===== src/rtl/sr_cmd_gen_pkg.sv =====
// ---------------------------------------------------------------------------
// sr_cmd_pkg
// Shared types for the SR command generator:
//   state_t : controller FSM states
//   cmd_t   : {s,r} command encoding driven onto the SR flip-flop
//   excite  : SR excitation table (desired Q + current Q -> {s,r})
// ---------------------------------------------------------------------------
package sr_cmd_pkg;

    typedef enum logic [1:0] {
        ST_IDLE   = 2'd0,
        ST_DRIVE  = 2'd1,
        ST_SETTLE = 2'd2,
        ST_CHECK  = 2'd3
    } state_t;

    typedef enum logic [1:0] {
        CMD_HOLD = 2'b00,
        CMD_CLR  = 2'b01,
        CMD_SET  = 2'b10
    } cmd_t;

    // Inverse of the SR characteristic table. While init is set the FF's
    // content is unknown, so the hold case is replaced by an explicit drive.
    function automatic cmd_t excite(input logic tgt, input logic q, input logic init);
        if (init || (tgt != q)) begin
            return tgt ? CMD_SET : CMD_CLR;
        end
        return CMD_HOLD;
    endfunction

endpackage


===== src/rtl/sr_cmd_gen_if.sv =====
// ---------------------------------------------------------------------------
// sr_cmd_gen_if
// Request stream into the SR command generator.
//   req_valid : request present (controller -> generator)
//   req_ready : generator FIFO can accept a request (generator -> controller)
//   req_bit   : desired Q value (controller -> generator)
// Modports: master = controller side, slave = generator side.
// ---------------------------------------------------------------------------
interface sr_cmd_gen_if;

    logic req_valid;
    logic req_ready;
    logic req_bit;

    modport master (
        output req_valid,
        output req_bit,
        input  req_ready
    );

    modport slave (
        input  req_valid,
        input  req_bit,
        output req_ready
    );

endinterface


===== src/rtl/sr_cmd_gen_fifo.sv =====
// ---------------------------------------------------------------------------
// sr_cmd_fifo
// 1-bit wide request FIFO of DEPTH entries (power of two, >= 2).
//   clk, rst : clock, synchronous active-high reset (flushes pointers/count)
//   push_i   : push request; accepted only when not full (no bypass when full)
//   din_i    : data to push
//   pop_i    : pop request; honoured only when not empty
//   dout_o   : head entry (valid when empty_o == 0)
//   ready_o  : count < DEPTH
//   count_o  : current occupancy
//   empty_o  : count == 0
// ---------------------------------------------------------------------------
module sr_cmd_fifo #(
    parameter int DEPTH = 4
) (
    input  logic                     clk,
    input  logic                     rst,
    input  logic                     push_i,
    input  logic                     din_i,
    input  logic                     pop_i,
    output logic                     dout_o,
    output logic                     ready_o,
    output logic [$clog2(DEPTH):0]   count_o,
    output logic                     empty_o
);

    localparam int AW = $clog2(DEPTH);
    localparam int CW = AW + 1;

    logic [DEPTH-1:0] mem_q;
    logic [AW-1:0]    wr_ptr_q, rd_ptr_q;
    logic [CW-1:0]    count_q, count_d;
    logic             push, pop;

    assign ready_o = (count_q < CW'(DEPTH));
    assign empty_o = (count_q == '0);
    assign push    = push_i && ready_o;
    assign pop     = pop_i && !empty_o;
    assign dout_o  = mem_q[rd_ptr_q];
    assign count_o = count_q;

    always_comb begin
        count_d = count_q;
        case ({push, pop})
            2'b10:   count_d = count_q + CW'(1);
            2'b01:   count_d = count_q - CW'(1);
            default: count_d = count_q;
        endcase
    end

    // Pointers wrap naturally because DEPTH is a power of two.
    always_ff @(posedge clk) begin
        if (rst) begin
            wr_ptr_q <= '0;
            rd_ptr_q <= '0;
            count_q  <= '0;
        end else begin
            if (push) wr_ptr_q <= wr_ptr_q + AW'(1);
            if (pop)  rd_ptr_q <= rd_ptr_q + AW'(1);
            count_q <= count_d;
        end
    end

    // Storage needs no reset: entries are only read after being written.
    always_ff @(posedge clk) begin
        if (push) mem_q[wr_ptr_q] <= din_i;
    end

endmodule


===== src/rtl/sr_cmd_gen.sv =====
// ---------------------------------------------------------------------------
// sr_cmd_gen
// Turns a stream of desired Q values into legal s/r pulses for an external
// SR flip-flop, then reads back its q and flags any disagreement.
//
// Ports:
//   clk, rst    : clock, synchronous active-high reset
//   req         : request stream (sr_cmd_gen_if.slave: req_valid/req_ready/req_bit)
//   s, r        : registered set/reset commands to the SR FF (never both high)
//   q_fb        : q fed back from the SR FF
//   q_model     : Q value the block expects the FF to hold
//   busy        : FIFO non-empty or FSM not idle
//   mismatch    : one-cycle pulse during CHECK when q_fb != q_model
//   err_cnt     : saturating mismatch counter
//   fifo_count  : request FIFO occupancy
//   set_cnt, clr_cnt, hold_cnt : saturating per-command counters
//                 (present only when SR_CMD_GEN_STATS_EN is defined)
//
// Command sequence per request: IDLE (pop) -> DRIVE (1 cycle, s/r visible)
// -> SETTLE (SETTLE cycles) -> CHECK (1 cycle) -> IDLE.
// ---------------------------------------------------------------------------
module sr_cmd_gen
    import sr_cmd_pkg::*;
#(
    parameter int DEPTH  = 4,
    parameter int SETTLE = 1,
    parameter int CNT_W  = 8
) (
    input  logic                   clk,
    input  logic                   rst,
    sr_cmd_gen_if.slave            req,
    output logic                   s,
    output logic                   r,
    input  logic                   q_fb,
    output logic                   q_model,
    output logic                   busy,
    output logic                   mismatch,
    output logic [CNT_W-1:0]       err_cnt,
    output logic [$clog2(DEPTH):0] fifo_count
`ifdef SR_CMD_GEN_STATS_EN
    ,
    output logic [CNT_W-1:0]       set_cnt,
    output logic [CNT_W-1:0]       clr_cnt,
    output logic [CNT_W-1:0]       hold_cnt
`endif
);

    localparam int SW = (SETTLE > 1) ? $clog2(SETTLE) : 1;

    function automatic logic [CNT_W-1:0] sat_inc(input logic [CNT_W-1:0] v);
        return (&v) ? v : v + CNT_W'(1);
    endfunction

    state_t           state_q, state_d;
    logic             tgt_q, tgt_d;
    logic             q_model_q, q_model_d;
    logic             init_q, init_d;
    logic [SW-1:0]    settle_cnt_q, settle_cnt_d;
    logic             s_q, s_d, r_q, r_d;
    logic [CNT_W-1:0] err_q, err_d;
    logic             pop, head, fifo_empty;
    cmd_t             cmd;

    sr_cmd_fifo #(
        .DEPTH (DEPTH)
    ) u_fifo (
        .clk     (clk),
        .rst     (rst),
        .push_i  (req.req_valid),
        .din_i   (req.req_bit),
        .pop_i   (pop),
        .dout_o  (head),
        .ready_o (req.req_ready),
        .count_o (fifo_count),
        .empty_o (fifo_empty)
    );

    always_comb begin
        state_d      = state_q;
        tgt_d        = tgt_q;
        q_model_d    = q_model_q;
        init_d       = init_q;
        settle_cnt_d = settle_cnt_q;
        err_d        = err_q;
        s_d          = 1'b0;
        r_d          = 1'b0;
        pop          = 1'b0;
        mismatch     = 1'b0;
        cmd          = CMD_HOLD;

        case (state_q)
            ST_IDLE: begin
                // The command is computed while popping so that the
                // registered s/r are already high throughout DRIVE.
                if (!fifo_empty) begin
                    pop        = 1'b1;
                    tgt_d      = head;
                    cmd        = excite(head, q_model_q, init_q);
                    {s_d, r_d} = cmd;
                    state_d    = ST_DRIVE;
                end
            end
            ST_DRIVE: begin
                q_model_d    = tgt_q;
                init_d       = 1'b0;
                settle_cnt_d = '0;
                state_d      = ST_SETTLE;
            end
            ST_SETTLE: begin
                if (settle_cnt_q == SW'(SETTLE - 1)) begin
                    state_d = ST_CHECK;
                end else begin
                    settle_cnt_d = settle_cnt_q + SW'(1);
                end
            end
            ST_CHECK: begin
                if (q_fb != q_model_q) begin
                    mismatch = 1'b1;
                    err_d    = sat_inc(err_q);
                end
                state_d = ST_IDLE;
            end
            default: state_d = ST_IDLE;
        endcase
    end

    always_ff @(posedge clk) begin
        if (rst) begin
            state_q      <= ST_IDLE;
            q_model_q    <= 1'b0;
            init_q       <= 1'b1;
            settle_cnt_q <= '0;
            s_q          <= 1'b0;
            r_q          <= 1'b0;
            err_q        <= '0;
        end else begin
            state_q      <= state_d;
            q_model_q    <= q_model_d;
            init_q       <= init_d;
            settle_cnt_q <= settle_cnt_d;
            s_q          <= s_d;
            r_q          <= r_d;
            err_q        <= err_d;
        end
    end

    // Target is only consumed after being loaded in IDLE; no reset needed.
    always_ff @(posedge clk) begin
        tgt_q <= tgt_d;
    end

    assign s       = s_q;
    assign r       = r_q;
    assign q_model = q_model_q;
    assign err_cnt = err_q;
    assign busy    = (state_q != ST_IDLE) || (fifo_count != '0);

`ifdef SR_CMD_GEN_STATS_EN
    logic [CNT_W-1:0] set_q, clr_q, hold_q;

    // s_q/r_q hold the issued command for exactly the DRIVE cycle.
    always_ff @(posedge clk) begin
        if (rst) begin
            set_q  <= '0;
            clr_q  <= '0;
            hold_q <= '0;
        end else if (state_q == ST_DRIVE) begin
            case ({s_q, r_q})
                CMD_SET: set_q  <= sat_inc(set_q);
                CMD_CLR: clr_q  <= sat_inc(clr_q);
                default: hold_q <= sat_inc(hold_q);
            endcase
        end
    end

    assign set_cnt  = set_q;
    assign clr_cnt  = clr_q;
    assign hold_cnt = hold_q;
`endif

endmodule


===== src/flat_wrapper.sv =====
// flat-port wrapper written by rule: the top's interface ports become plain ports
module sr_cmd_gen_flat import sr_cmd_pkg::*;
#(
    parameter int DEPTH  = 4,
    parameter int SETTLE = 1,
    parameter int CNT_W  = 8
)
  (clk, rst, s, r, q_fb, q_model, busy, mismatch, err_cnt, fifo_count, req_req_valid, req_req_bit, req_req_ready);
  sr_cmd_gen_if req_i ();
  input  logic clk;
  input  logic rst;
  output logic s;
  output logic r;
  input  logic q_fb;
  output logic q_model;
  output logic busy;
  output logic mismatch;
  output logic [CNT_W-1:0] err_cnt;
  output logic [$clog2(DEPTH):0] fifo_count;
  input wire logic [$bits(req_i.req_valid)-1:0] req_req_valid;
  input wire logic [$bits(req_i.req_bit)-1:0] req_req_bit;
  output wire logic [$bits(req_i.req_ready)-1:0] req_req_ready;
  assign req_i.req_valid = req_req_valid;
  assign req_i.req_bit = req_req_bit;
  assign req_req_ready = req_i.req_ready;
  sr_cmd_gen #(.DEPTH(DEPTH), .SETTLE(SETTLE), .CNT_W(CNT_W)) u_core (.clk(clk), .rst(rst), .req(req_i), .s(s), .r(r), .q_fb(q_fb), .q_model(q_model), .busy(busy), .mismatch(mismatch), .err_cnt(err_cnt), .fifo_count(fifo_count));
endmodule

===== config.mk =====
export PLATFORM = sky130hd
export DESIGN_NAME = sr_cmd_gen_flat
export DESIGN_NICKNAME = d
export VERILOG_FILES = /design/src/rtl/sr_cmd_gen_pkg.sv /design/src/rtl/sr_cmd_gen_if.sv /design/src/rtl/sr_cmd_gen_fifo.sv /design/src/rtl/sr_cmd_gen.sv /design/src/flat_wrapper.sv
export SDC_FILE = /design/constraint.sdc
export NUM_CORES = 1
export LEC_CHECK = 0
export ABC_AREA = 1
export CORE_ASPECT_RATIO = 0.6
export CORE_MARGIN = 1.5
export CORE_UTILIZATION = 40
export CTS_BUF_LIST = sky130_fd_sc_hd__clkbuf_4 sky130_fd_sc_hd__clkbuf_8
export CTS_CLUSTER_SIZE = 25
export DETAILED_ROUTE_END_ITERATION = 8
export PLACE_DENSITY_LB_ADDON = 0.08
export SYNTH_ARGS = -nofsm -noshare
export SYNTH_HDL_FRONTEND = slang
export SYNTH_SLANG_ARGS = --single-unit

===== constraint.sdc =====
create_clock -name clk -period 1.9 [get_ports clk]
set_clock_uncertainty 0.2 [all_clocks]
set_input_delay 0.475 -clock clk [delete_from_list [all_inputs] [get_ports clk]]
set_output_delay 0.475 -clock clk [all_outputs]
set_load 0.03 [all_outputs]

==> results.md <==
- Layout cell share with drive strength beyond 1: 0.269
- Critical Path Fanout Max: 3
- Largest net degree at the start of global routing: 16
- H-tree depth: 1
- Clk_lat worst skew: 270 ps
- Clock transition at path regs: 90 ps
- Hold Vio Cnt, Final: 0
- Pre-CTS setup slack: -337 ps
- Diode count: 0
- Req. time, crit path: 1220 ps
- Final period util: 0.988
- Post-route DRC: 0
- Die span in y: 48.1 um
- I/O pin total: 22
- Post-synth cell types: 22
- Maximum vdd drop: 811 uV
- Post-Route WL: 2.93 mm
- Final WS setup: 23.0 ps
- Max-slew headroom: 0.761
- Vias in the first global route: 1,039
- Post-synth EDFFs: 5
- Wire per inst: 11.1 um
- Core area: 0.00324 mm^2
- Leak Pwr: 0.889 nW
- WS Path Type: reg -> out
- Initial Util: 0.418
- Fmax: 533 MHz
- Most frequent cells in the layout: nand2_1, inv_1, buf_4, nor2_1, dlygate4sd2_1
- CTS buffer count: 3
- Clock sinks: 26
- GR Util All Layers: 0.167
- Slew Limit Fails: 0
- Ys Warns: 0
- Post-route ant nets: 0
- Port-buffer cells: 21
- First-pass GRT wire length: 4.77 mm
- Hold crit path type: reg -> reg
- # rows: 16
- Async S/R FF share, synth: 0
- RSZ-0062 raised after global routing: true
- Final core occ: 0.588
- Flops & latches, synth: 26
- CP Launch Type: flop
- Starting DRT DRC Count: 45
- Reg area: 584 um^2
- Fill cells: 313
- Power density cells: 1250 mW/mm^2
- Area Growth Syn to Fin: 40.7%
- DRT Pass-1 Iters: 4
- Post-DP HPWL: 2.21 mm
- Nets@finish: 237
- Top FF cell, synth: dfxtp_1
- Net Count, Synth: 192
- Max clock buf depth: 2
- CTS root buf: clkbuf_8
- Die W: 78.2 um
- Final setup fails: 0
- CTS tree: built
- Arrival time worst endpoint: 1200 ps
- Hold_buf cts: 0
- Total gr overflow: 0
- Via count: 1,203
- Antenna violations before repair: 0
- Syn Std Cell Area: 0.00136 mm^2
- Via/cell ratio: 4.56
- Mapped Cells: 175
- Syn_area_per_cell: 7.75 um^2
- Die area: 0.00376 mm^2
- Final Power: 0.00239 W
- Most common cell after layout, fill and taps aside: nand2_1
- Status: completed
- Multi-input gate area: 726 um^2
- Max-cap violations: 0
- Placer Congestion: 0.773
- Worst setup EP type: output port
- Worst-margin pin slew: 358 ps
- Min cycle time layout: 1880 ps
- Sequential-to-total area share from yosys stat: 0.421
## cells in the mapped netlist, types with 2 or more instances
cell	count	area, um^2
nand2_1	37	139
inv_1	29	109
dfxtp_1	21	420
nor2_1	21	78.8
a21oi_1	12	60.1
ha_1	11	138
nand3_1	11	55.1
o21ai_0	11	55.1
edfxtp_1	5	150
a21oi_2	2	17.5
buf_2	2	10.0
nor2_4	2	22.5
o211ai_1	2	15.0
## cell type report
| cell class | count | share of cell area |
|---|---|---|
| Multi-Input combinational cell | 117 | 0.380 |
| Sequential cell | 26 | 0.306 |
| Timing Repair Buffer | 42 | 0.181 |
| Inverter | 30 | 0.0656 |
| Tap cell | 45 | 0.0295 |
| Clock buffer | 3 | 0.0216 |
| Clock inverter | 1 | 0.0157 |
## critical path: stages (launching register included)
cell	delay [ps]
dfxtp_2	350
buf_4	140
ha_1	190
nand2_2	80
nor2_4	40
buf_6	130
## what timing repair did
item,CTS,global route
pin swaps,7,4
hold endpoints to repair,0,0
gates resized for setup,29,4
setup endpoints to repair,19,4
setup buffers,4,2
## per-stage QoR
stage / setup TNS [ps] / instance area, um^2 / hold WS (ps) / instances
after floorplan: 0 / 1400 / 238 / 175
after global placement: -766 / 1760 / 250 / 254
after detailed placement: -936 / 1760 / 264 / 254
after CTS: 0 / 1880 / 279 / 262
after global routing: -139 / 1910 / 298 / 264
final: 0 / 1910 / 275 / 264
## routing by layer
metal  global-route usage  up-vias  part of all wire
li1                     -      641                 -
met1                0.251      526              0.54
met2                0.242       34              0.40
met5                    0        -                 0
met3               0.0430        2             0.063
met4               0.0357        0            0.0027
## state kept, by name, summed over array words and instances (netlist names)
| name | cells |
|---|---|
| u_core.s | 1 |
| u_core.u_fifo.mem_q | 4 |
| u_core.u_fifo.rd_ptr_q | 2 |
| u_core.init_q | 1 |
| u_core.r | 1 |
| u_core.state_q | 2 |
| u_core.tgt_q | 1 |
| u_core.u_fifo.count_o | 3 |
| u_core.err_cnt | 8 |
| u_core.u_fifo.wr_ptr_q | 2 |
| u_core.q_model | 1 |
## cell families (layout without fill, tap and decap cells)
kind of cell | Yosys count | after routing | share of synthesized area
buffers and inverters | 32 | 76 | 0.0904
AO/OA/AOI/OAI | 27 | 27 | 0.109
XOR/XNOR | 1 | 1 | 0.00646
flip-flops | 26 | 26 | 0.421
AND/OR/NAND/NOR | 77 | 77 | 0.257
adder cells (fa/ha/maj) | 12 | 12 | 0.116
## path summary, 6_finish.rpt
path                                            endpoint  slack, ps  depth (start not counted)               from
worst max-delay path                            mismatch         20                          5  u_core.state_q[0]
worst min-delay path                       u_core.init_q        280                          2      u_core.init_q
worst min register to register             u_core.init_q        280                          2      u_core.init_q
worst max register to register  u_core.u_fifo.count_o[2]         50                         11  u_core.state_q[0]
## report_power, final
part / total, W / internal, W / switching (W)
registers: 0.000781 / 0.000696 / 0.0000849
logic: 0.00116 / 0.000515 / 0.000642
clock network: 0.000455 / 0.000282 / 0.000173
No activity file was read; power rests on OpenSTA's default activity.
